File: config.mk
export PLATFORM = sky130hd
export DESIGN_NAME = redmule_job_sequencer
export DESIGN_NICKNAME = d
export VERILOG_FILES = /design/src/rtl/magia_tile_pkg.sv /design/src/rtl/redmule_job_sequencer.sv
export SDC_FILE = /design/constraint.sdc
export NUM_CORES = 1
export LEC_CHECK = 0
export CAP_MARGIN = 20
export CORE_ASPECT_RATIO = 2
export CORE_MARGIN = 5
export CORE_UTILIZATION = 52
export DETAILED_ROUTE_END_ITERATION = 10
export GPL_ROUTABILITY_DRIVEN = 0
export PLACE_DENSITY = 0.87
export SYNTH_ARGS = -nofsm -noshare
export SYNTH_HDL_FRONTEND = slang
export SYNTH_SLANG_ARGS = --single-unit
File: constraint.sdc
create_clock -name clk_i -period 5.3 [get_ports clk_i]
set_clock_uncertainty 0.15 [all_clocks]
set_input_delay 1.06 -clock clk_i [delete_from_list [all_inputs] [get_ports clk_i]]
set_output_delay 1.06 -clock clk_i [all_outputs]
set_load 0.1 [all_outputs]
File: src/rtl/magia_tile_pkg.sv
// magia_tile_pkg: RedMulE control offsets, HWPE-ctrl port types and sequencer states
package magia_tile_pkg;

    localparam logic [31:0] REDMULE_TRIGGER  = 32'h0000_0000;
    localparam logic [31:0] REDMULE_ACQUIRE  = 32'h0000_0004;
    localparam logic [31:0] REDMULE_JOB_BASE = 32'h0000_0040;
    localparam int          REDMULE_ID_W     = 8;

    typedef enum logic [3:0] {
        IDLE,
        ACQ_REQ,
        ACQ_RSP,
        WR_REQ,
        WR_RSP,
        TRIG_REQ,
        TRIG_RSP,
        WAIT_EVT,
        DONE,
        ERR
    } redmule_seq_state_e;

    typedef struct packed {
        logic                    req;
        logic [31:0]             add;
        logic [31:0]             data;
        logic [3:0]              be;
        logic                    wen;
        logic [REDMULE_ID_W-1:0] id;
    } redmule_ctrl_req_t;

    typedef struct packed {
        logic        gnt;
        logic        r_valid;
        logic [31:0] r_data;
    } redmule_ctrl_rsp_t;

endpackage

File: src/rtl/redmule_job_sequencer.sv
// redmule_job_sequencer: acquires a RedMulE slot, programs the job registers, triggers and waits for completion
module redmule_job_sequencer
    import magia_tile_pkg::*;
#(
    parameter int unsigned NUM_REGS      = 8,
    parameter logic [31:0] BASE_ADDR     = 32'h0000_0000,
    parameter int unsigned MAX_ACQ_RETRY = 16
) (
    input  logic                     clk_i,
    input  logic                     rst_ni,
    input  logic                     job_valid_i,
    output logic                     job_ready_o,
    input  logic [NUM_REGS-1:0][31:0] job_regs_i,
    output redmule_ctrl_req_t        ctrl_req_o,
    input  redmule_ctrl_rsp_t        ctrl_rsp_i,
    input  logic                     evt_i,
    output logic                     busy_o,
    output logic                     done_o,
    output logic                     err_o,
    output logic [7:0]               job_id_o
);

    localparam int IDX_W = (NUM_REGS > 1) ? $clog2(NUM_REGS) : 1;

    redmule_seq_state_e        r_state, w_next;
    logic [NUM_REGS-1:0][31:0] r_regs;
    logic [IDX_W-1:0]          r_idx;
    logic [7:0]                r_retry;
    logic                      r_evt;
    logic [7:0]                r_job_id;
    logic                      w_accept, w_evt_set, w_evt, w_last, w_acq_ok;
    logic [7:0]                w_retry_inc;

    assign w_accept    = (r_state == IDLE) && job_valid_i;
    assign w_evt_set   = evt_i && ((r_state == TRIG_REQ && ctrl_rsp_i.gnt) || r_state == TRIG_RSP || r_state == WAIT_EVT);
    assign w_evt       = r_evt || w_evt_set;
    assign w_last      = r_idx == IDX_W'(NUM_REGS - 1);
    assign w_acq_ok    = $signed(ctrl_rsp_i.r_data) >= 0;
    assign w_retry_inc = r_retry + 8'd1;

    assign job_ready_o = r_state == IDLE;
    assign busy_o      = r_state != IDLE;
    assign done_o      = r_state == DONE;
    assign err_o       = r_state == ERR;
    assign job_id_o    = r_job_id;

    // state register
    always_ff @(posedge clk_i) begin
        r_state <= !rst_ni ? IDLE : w_next;
    end

    // next state and the HWPE-ctrl request, which is a pure function of the state
    always_comb begin
        w_next     = r_state;
        ctrl_req_o = '0;
        case (r_state)
            IDLE:     w_next = job_valid_i ? ACQ_REQ : IDLE;
            ACQ_REQ: begin
                ctrl_req_o.req = 1'b1;
                ctrl_req_o.add = BASE_ADDR + REDMULE_ACQUIRE;
                ctrl_req_o.be  = 4'hF;
                ctrl_req_o.wen = 1'b1;
                w_next         = ctrl_rsp_i.gnt ? ACQ_RSP : ACQ_REQ;
            end
            ACQ_RSP:  w_next = !ctrl_rsp_i.r_valid ? ACQ_RSP :
                               w_acq_ok ? WR_REQ :
                               (w_retry_inc == 8'(MAX_ACQ_RETRY)) ? ERR : ACQ_REQ;
            WR_REQ: begin
                ctrl_req_o.req  = 1'b1;
                ctrl_req_o.add  = BASE_ADDR + REDMULE_JOB_BASE + 32'({r_idx, 2'b00});
                ctrl_req_o.data = r_regs[r_idx];
                ctrl_req_o.be   = 4'hF;
                w_next          = ctrl_rsp_i.gnt ? WR_RSP : WR_REQ;
            end
            WR_RSP:   w_next = !ctrl_rsp_i.r_valid ? WR_RSP : (w_last ? TRIG_REQ : WR_REQ);
            TRIG_REQ: begin
                ctrl_req_o.req = 1'b1;
                ctrl_req_o.add = BASE_ADDR + REDMULE_TRIGGER;
                ctrl_req_o.be  = 4'hF;
                w_next         = ctrl_rsp_i.gnt ? TRIG_RSP : TRIG_REQ;
            end
            TRIG_RSP: w_next = ctrl_rsp_i.r_valid ? WAIT_EVT : TRIG_RSP;
            WAIT_EVT: w_next = w_evt ? DONE : WAIT_EVT;
            default:  w_next = IDLE;
        endcase
    end

    // descriptor latch, acquire retry/ID, write index and sticky completion flag
    always_ff @(posedge clk_i) begin
        if (!rst_ni) begin
            r_regs   <= '0;
            r_idx    <= '0;
            r_retry  <= '0;
            r_evt    <= 1'b0;
            r_job_id <= '0;
        end else begin
            if (w_accept) begin
                r_regs  <= job_regs_i;
                r_idx   <= '0;
                r_retry <= '0;
            end
            if (r_state == ACQ_RSP && ctrl_rsp_i.r_valid) begin
                if (w_acq_ok) r_job_id <= ctrl_rsp_i.r_data[7:0];
                else          r_retry  <= w_retry_inc;
            end
            if (r_state == WR_RSP && ctrl_rsp_i.r_valid && !w_last) r_idx <= r_idx + 1'b1;
            r_evt <= w_accept ? 1'b0 : w_evt;
        end
    end

endmodule

==> flow_metrics.env, run 1 <==
export IMPL_dp_wirelength_um=25630
export IMPL_drt_pre_antenna_iters=5
export IMPL_proportion_of_layout_cells_with_a_drive_suffix_above_1=0.09789
export IMPL_finalNetCount=2038
export IMPL_cts_resized_gates=0
export IMPL_avgRoutedWirePerCell_um=17.75
export IMPL_worstPathBufferInverterCount=2
export IMPL_worst_endpoint_required_ns=4.09
export IMPL_synthesis_area_per_instance_sq_um=8.699
export IMPL_yosys_warnings=0
export IMPL_drv_slew=0
export IMPL_grt_pass1_wl_um=56530
export IMPL_max_vdd_ir_drop_mv=0.2384
export IMPL_fillerInstances=2006
export IMPL_number_of_global_route_vias_before_repair=10910
export IMPL_crit_path_cell_trace="nand2_1 > or3_1 > buf_4 > a21oi_1 > buf_4"
export IMPL_final_setup_tns_ns=0
export IMPL_post_synth_top_area_fraction=0.4310
export IMPL_timing_hold_violations_final=0
export IMPL_timing_final_crit_share=0.7862
export IMPL_drt_antenna_violating_nets=0
export IMPL_finalPower_w=0.005084
export IMPL_top_family_by_delay_on_critical_path="simple AND/OR/NAND/NOR gates"
export IMPL_yosys_register_bits=280
export IMPL_hp_class="reg -> reg"
export IMPL_synth_cell_type_count=46
export IMPL_tritoncts="done"
export IMPL_detail_route_iter0_violations=878
export IMPL_worstMarginPinSlew_ns=1.089
export IMPL_endpoint_kind="output port"
export IMPL_period_minus_slack_ns=4.167
export IMPL_multiInputGateArea_sq_um=6666
export IMPL_grt_antenna_before_repair=3
export IMPL_post_synth_main_area_contributors="sky130_fd_sc_hd__dfxtp_1, sky130_fd_sc_hd__nand2_1, sky130_fd_sc_hd__a21boi_1"
export IMPL_max_slew_margin_rel=0.2741
export IMPL_detail_route_wirelength_um=37180
export IMPL_maximum_fanout_encountered_on_the_critical_timing_path=20
export IMPL_port_buffer_count=324
export IMPL_critPathArrivalTime_ns=2.96
export IMPL_clkSlewWorstSetupHoldPaths_ns=0.07
export IMPL_synth_largest_area_cell="sky130_fd_sc_hd__dfxtp_1"
export IMPL_area_growth_syn_to_layout_pct=30.06
export IMPL_cts_root_buffer_cell="sky130_fd_sc_hd__clkbuf_16"
export IMPL_grtUsageTotal=0.2507
export IMPL_synth_async_reset_ratio=0
export IMPL_cts_hold_fix_buffers=0
export IMPL_vias_per_cell=5.352
export IMPL_coreArea_sq_um=24830
export IMPL_worstSetupPathType="reg -> out"
export IMPL_crit_slowest_cell="sky130_fd_sc_hd__dfxtp_1"
export IMPL_highest_achievable_clock_rate_mhz=240.0
export IMPL_critical_path_max_stage_delay_ns=0.62
export IMPL_power_leakage_nw=6.288
export IMPL_max_cap_violations=0
export IMPL_timing_final_setup_violations=0
export IMPL_rsz0062_at_grt="no"
export IMPL_maximum_number_of_pins_on_one_net_before_global_route_repair=185
export IMPL_mappedNetlistArea_sq_um=13000
export IMPL_r2r_setup_slack_ns=2.45
export IMPL_register_area_sq_um=5613
export IMPL_pwr_density_cell_nw_per_um2=300.6
export IMPL_syn_inst=1495
export IMPL_synth_main_ff_cell="sky130_fd_sc_hd__dfxtp_1"
export IMPL_max_clock_path_buffers=3
export IMPL_via_count=11210
export IMPL_standard_cell_row_count=82
export IMPL_insertion_delay_ns=0.53
export IMPL_fp_dieArea_sq_um=28460
export IMPL_synth_seq_area_share=0.4310
export IMPL_tritoncts_num_buffers=26
export IMPL_cts_htree_levels=1
export IMPL_die_x_um=121.8
export IMPL_cts_post_setup_buffers_inserted=0
export IMPL_grt_overflow_total=0
export IMPL_drt_drc_violations_left=0
export IMPL_boundaryPins=384
export IMPL_startpoint_type_of_the_worst_setup_path="flip-flop"
export IMPL_fp_dieH_um=233.7
export IMPL_edff_count_synth=0
export IMPL_clkSinkCount=280
export IMPL_most_frequent_cp_cell="sky130_fd_sc_hd__buf_4"
export IMPL_outcome="finished, final reports clean"
export IMPL_floorplan_initialDensity=0.5238
logic make-up (layout without fill, tap and decap cells):
group | count (synthesis) | in the layout | share of synthesized area
multiplexers | 74 | 74 | 0.1186
flip-flops | 280 | 280 | 0.4310
XOR/XNOR | 2 | 2 | 0.001347
adder cells (fa/ha/maj) | 4 | 4 | 0.003849
AND/OR/NAND/NOR | 645 | 645 | 0.1994
buffers and inverters | 163 | 390 | 0.06725
AO/OA/AOI/OAI | 326 | 326 | 0.1782
other | 1 | 37 | 0.0002884
layout by cell type, fill, tap and decap left out, types with 12 or more instances in the layout:
cell type / count
sky130_fd_sc_hd__clkdlybuf4s50_1: 287
sky130_fd_sc_hd__a21boi_0: 17
sky130_fd_sc_hd__dfxtp_1: 278
sky130_fd_sc_hd__mux4_2: 64
sky130_fd_sc_hd__nor2b_1: 16
sky130_fd_sc_hd__nor2_1: 12
sky130_fd_sc_hd__a21boi_1: 243
sky130_fd_sc_hd__clkbuf_16: 27
sky130_fd_sc_hd__nand2_1: 582
sky130_fd_sc_hd__buf_4: 49
sky130_fd_sc_hd__a21oi_1: 44
sky130_fd_sc_hd__conb_1: 36
synth_stat cells, types with 2 or more instances:
library cell and n:
sky130_fd_sc_hd__and2_1 4, sky130_fd_sc_hd__nor2b_1 16, sky130_fd_sc_hd__clkbuf_1 77, sky130_fd_sc_hd__buf_4 61, sky130_fd_sc_hd__nand3_1 2, sky130_fd_sc_hd__buf_6 2
sky130_fd_sc_hd__a22oi_1 3, sky130_fd_sc_hd__nor2_1 12, sky130_fd_sc_hd__buf_1 4, sky130_fd_sc_hd__a21oi_1 44, sky130_fd_sc_hd__a21boi_0 17, sky130_fd_sc_hd__nand4_1 2
sky130_fd_sc_hd__mux2i_1 9, sky130_fd_sc_hd__dfxtp_1 280, sky130_fd_sc_hd__ha_1 4, sky130_fd_sc_hd__nand2b_1 4, sky130_fd_sc_hd__or3_1 5, sky130_fd_sc_hd__nand2_1 583
sky130_fd_sc_hd__a211oi_1 2, sky130_fd_sc_hd__inv_1 4, sky130_fd_sc_hd__a31oi_1 5, sky130_fd_sc_hd__or4b_1 2, sky130_fd_sc_hd__mux4_2 64, sky130_fd_sc_hd__a21boi_1 243
sky130_fd_sc_hd__buf_2 15, sky130_fd_sc_hd__nor3_1 4, sky130_fd_sc_hd__a21o_1 2, sky130_fd_sc_hd__o21ai_0 7
power by group:
group / switching, W / total (W) / internal (W)
clock: 0.000803 / 0.00188 / 0.00108
combinational: 0.000507 / 0.000885 / 0.000378
sequential: 0.0000718 / 0.00231 / 0.00224
stage by stage:
| step | cell area, sq um | utilization | instances | setup slack (ns) | hold slack, ns |
|---|---|---|---|---|---|
| after floorplan | 13140 | - | 1530 | 0.5833 | 0.2819 |
| after global placement | 16030 | 0.6455 | 2047 | 1.683 | 0.2869 |
| after detailed placement | 16030 | 0.6455 | 2047 | 1.699 | 0.2916 |
| after CTS | 16880 | 0.6800 | 2092 | 1.119 | 0.3010 |
| after global routing | 16910 | 0.6812 | 2094 | 1.006 | 0.3162 |
| final | 16910 | 0.6812 | 2094 | 1.133 | 0.2983 |
flip-flops by register name, summed over array words and instances (netlist names):
signal    flops
job_id_o      8
r_state       4
r_retry       8
r_idx         3
r_evt         1
r_regs      256
per-layer routing:
| metal | vias up | wire [um] | track usage |
|---|---|---|---|
| li1 | 5397 | - | - |
| met5 | - | 33 | 0 |
| met1 | 5275 | 13550 | 0.2921 |
| met3 | 86 | 3518 | 0.06397 |
| met4 | 4 | 1932 | 0.1255 |
| met2 | 445 | 18140 | 0.4233 |
worst paths after layout:
| check | cells after the start | start | to |
|---|---|---|---|
| setup / recovery | 5 | r_state[1] | ctrl_req_o[28] |
| hold / removal | 2 | r_regs[214] | r_regs[214] |
| setup reg to reg | 8 | r_idx[0] | r_idx[2] |
| hold reg to reg | 2 | r_regs[214] | r_regs[214] |
final cells by class:
type | instances | share of cell area
well taps | 336 | 0.02486
flip-flops and latches | 280 | 0.3319
repair buffers | 341 | 0.1974
diodes | 1 | 0.0001480
multi-input cells | 1087 | 0.3941
clock inverters | 11 | 0.006806
inverters | 4 | 0.0008877
clock buffers | 34 | 0.04387
worst register-to-register path: stages, from the launching register on:
cell and delay (ns):
sky130_fd_sc_hd__dfxtp_4 0.56, sky130_fd_sc_hd__buf_4 0.34, sky130_fd_sc_hd__ha_1 0.24, sky130_fd_sc_hd__ha_1 0.19, sky130_fd_sc_hd__or4b_1 0.52, sky130_fd_sc_hd__nor3b_2 0.35
sky130_fd_sc_hd__nor2_1 0.12, sky130_fd_sc_hd__a22oi_1 0.21, sky130_fd_sc_hd__nor2b_1 0.07
Note: power is estimated with default switching activity, not from simulation.
==> inputs of run 2 (changes only) <==
Settings changed: CORE_UTILIZATION 52 to 48, PLACE_DENSITY 0.87 to 0.81.
Clock period 5.3 ns to 4.1 ns, I/O delays scaled along.
==> flow_metrics.env, run 2 (same netlist as run 1, synthesis figures left out) <==
export IMPL_proportion_of_layout_cells_with_a_drive_suffix_above_1=0.1014
export IMPL_layout_setup_ws_ns=0.3211
export IMPL_endpoint_kind="output port"
export IMPL_max_clock_path_buffers=3
export IMPL_fp_dieH_um=242.8
export IMPL_worst_path_stages=5
export IMPL_outcome="finished, final reports clean"
export IMPL_r2r_setup_slack_ns=1.30
export IMPL_timing_final_crit_share=0.9217
export IMPL_top_layer_used="met5"
export IMPL_vias_per_cell=5.285
export IMPL_pre_cts_slack_ns=0.8044
export IMPL_timing_hold_violations_final=0
export IMPL_hp_class="reg -> reg"
export IMPL_detailroute_wirelength_met2_um=19790
export IMPL_cts_post_setup_buffers_inserted=0
export IMPL_power_leakage_nw=6.398
export IMPL_finalPower_w=0.006493
export IMPL_crit_path_cell_trace="buf_4 > mux4_2 > nand2_1 > a21oi_1 > buf_12"
export IMPL_grtUsageTotal=0.2378
export IMPL_drt_drc_violations_left=0
export IMPL_clkSlewWorstSetupHoldPaths_ns=0.07
export IMPL_p_int_w=0.004708
export IMPL_comb_power_share=0.177
export IMPL_critical_path_max_stage_delay_ns=0.85
export IMPL_p_seq_frac=0.461
export IMPL_detail_route_iter0_violations=648
export IMPL_max_vdd_ir_drop_mv=0.3015
export IMPL_highest_achievable_clock_rate_mhz=264.6
export IMPL_finalNetCount=2036
export IMPL_boundaryPins=384
export IMPL_min_delay_path_depth=2
export IMPL_switching_power_w=0.001785
export IMPL_drt_pre_antenna_iters=5
export IMPL_cts_htree_levels=1
export IMPL_avgRoutedWirePerCell_um=17.83
export IMPL_area_growth_syn_to_layout_pct=33.59
export IMPL_clock_power_share=0.362
export IMPL_placed_area_sq_um=16520
export IMPL_maximum_number_of_pins_on_one_net_before_global_route_repair=136
export IMPL_grt_overflow_total=0
export IMPL_coreArea_sq_um=26800
export IMPL_worstMarginPinSlew_ns=0.9886
export IMPL_period_minus_slack_ns=3.779
export IMPL_fp_dieArea_sq_um=30690
export IMPL_crit_slowest_cell="sky130_fd_sc_hd__dfxtp_4"
export IMPL_cts_resized_gates=0
export IMPL_mostFrequentLayoutCells="sky130_fd_sc_hd__nand2_1, sky130_fd_sc_hd__clkdlybuf4s50_1, sky130_fd_sc_hd__dfxtp_1"
export IMPL_finalHoldWorstSlack_ns=0.3008
export IMPL_number_of_global_route_vias_before_repair=11320
export IMPL_insertion_delay_ns=0.54
export IMPL_detail_route_wirelength_um=37830
export IMPL_worstSetupPathType="reg -> out"
export IMPL_finish_instance_area_sq_um=17370
export IMPL_max_slew_margin_rel=0.3389
export IMPL_tritoncts_num_buffers=25
export IMPL_cts_hold_fix_buffers=0
export IMPL_worst_endpoint_required_ns=3.13
export IMPL_pwr_density_cell_nw_per_um2=373.8
export IMPL_power_switching_fraction=0.2749
export IMPL_reg2reg_to="r_idx[2]"
export IMPL_startpoint_type_of_the_worst_setup_path="flip-flop"
export IMPL_top_family_by_delay_on_critical_path="flip-flops"
export IMPL_drv_slew=0
export IMPL_drt_antenna_violating_nets=0
export IMPL_largest_register_ff_count=256
export IMPL_dp_wirelength_um=26990
export IMPL_whs_endpoint="r_regs[142]"
export IMPL_rsz0062_at_grt="no"
export IMPL_clkSinkCount=280
export IMPL_cts_root_buffer_cell="sky130_fd_sc_hd__clkbuf_16"
export IMPL_route_met3_wl_um=2380
export IMPL_max_cap_violations=0
export IMPL_port_buffer_count=324
export IMPL_final_setup_tns_ns=0
export IMPL_via_count=11220
export IMPL_standard_cell_row_count=85
export IMPL_tritoncts="done"
export IMPL_top_register="r_regs"
export IMPL_die_x_um=126.4
export IMPL_wl_met1_um=13810
export IMPL_floorplan_initialDensity=0.4852
export IMPL_worst_hold_startpoint="r_regs[142]"
export IMPL_critPathArrivalTime_ns=2.81
export IMPL_grt_pass1_wl_um=58770
export IMPL_regToRegStartpoint="r_idx[0]"
export IMPL_maximum_fanout_encountered_on_the_critical_timing_path=34
export IMPL_grt_antenna_before_repair=20
export IMPL_logic_depth_of_the_worst_register_to_register_path=8
export IMPL_layout_cells_most_common="sky130_fd_sc_hd__nand2_1"
export IMPL_timing_final_setup_violations=0
export IMPL_worstPathBufferInverterCount=2
-- run 2: cell count changes in the layout (fill, tap and decap cells not counted), moves of 3 or more --
cell	previous run	this run
sky130_fd_sc_hd__clkdlybuf4s50_1	287	278
sky130_fd_sc_hd__diode_2	1	19
sky130_fd_sc_hd__clkinvlp_4	4	0
sky130_fd_sc_hd__clkbuf_8	4	7
sky130_fd_sc_hd__buf_4	49	19
sky130_fd_sc_hd__buf_12	3	42
-- run 2: how the worst max path moves through the flow --
stage	startpoint	end	slack, ns
global placement	r_idx[0]	ctrl_req_o[35]	0.82
global route	r_idx[0]	ctrl_req_o[35]	0.13
detailed placement	r_idx[0]	ctrl_req_o[35]	0.80
floorplan	r_idx[1]	ctrl_req_o[38]	0.32
finish	r_idx[0]	ctrl_req_o[35]	0.32
CTS	r_idx[0]	ctrl_req_o[35]	0.22
-- run 2: layer usage --
| metal | track usage | up-vias |
|---|---|---|
| met5 | 0 | - |
| met4 | 0.1383 | 2 |
| met3 | 0.03872 | 85 |
| met2 | 0.4203 | 392 |
| met1 | 0.2654 | 5327 |
| li1 | - | 5409 |
-- run 2: power by group through the flow --
stage                     sequential [W]  combinational [W]  clock, W
final                            0.00299            0.00115   0.00235
after global routing             0.00301            0.00124   0.00250
after CTS                        0.00299            0.00116   0.00240
after floorplan                  0.00303           0.000783         0
after global placement           0.00304            0.00113         0
after detailed placement         0.00305            0.00115         0
-- run 2: area by class of cell --
class                      count  area [sq um]
clock inverter                 7         63.81
fill                        2225          9428
timing repair buffer         340          3777
tap                          348         435.4
sequential                   280          5613
clock buffer                  37         740.7
inverter                       4         15.01
antenna                       19         47.55
multi-input combinational   1087          6680
-- run 2: tightest hold or removal path: cells and delay by family (launching register included) --
family,cells,cell delay (ns)
flip-flops,1,0.31
AND/OR/NAND/NOR,1,0.05
AO/OA/AOI/OAI,1,0.05
-- run 2: metrics by stage --
stage / util / std cells
6_report: 0.6482 / 2122
5_1_grt: 0.6482 / 2122
4_1_cts: 0.6465 / 2103
3_5_place_dp: 0.6164 / 2059
3_3_place_gp: 0.6164 / 2059
2_1_floorplan: - / 1530
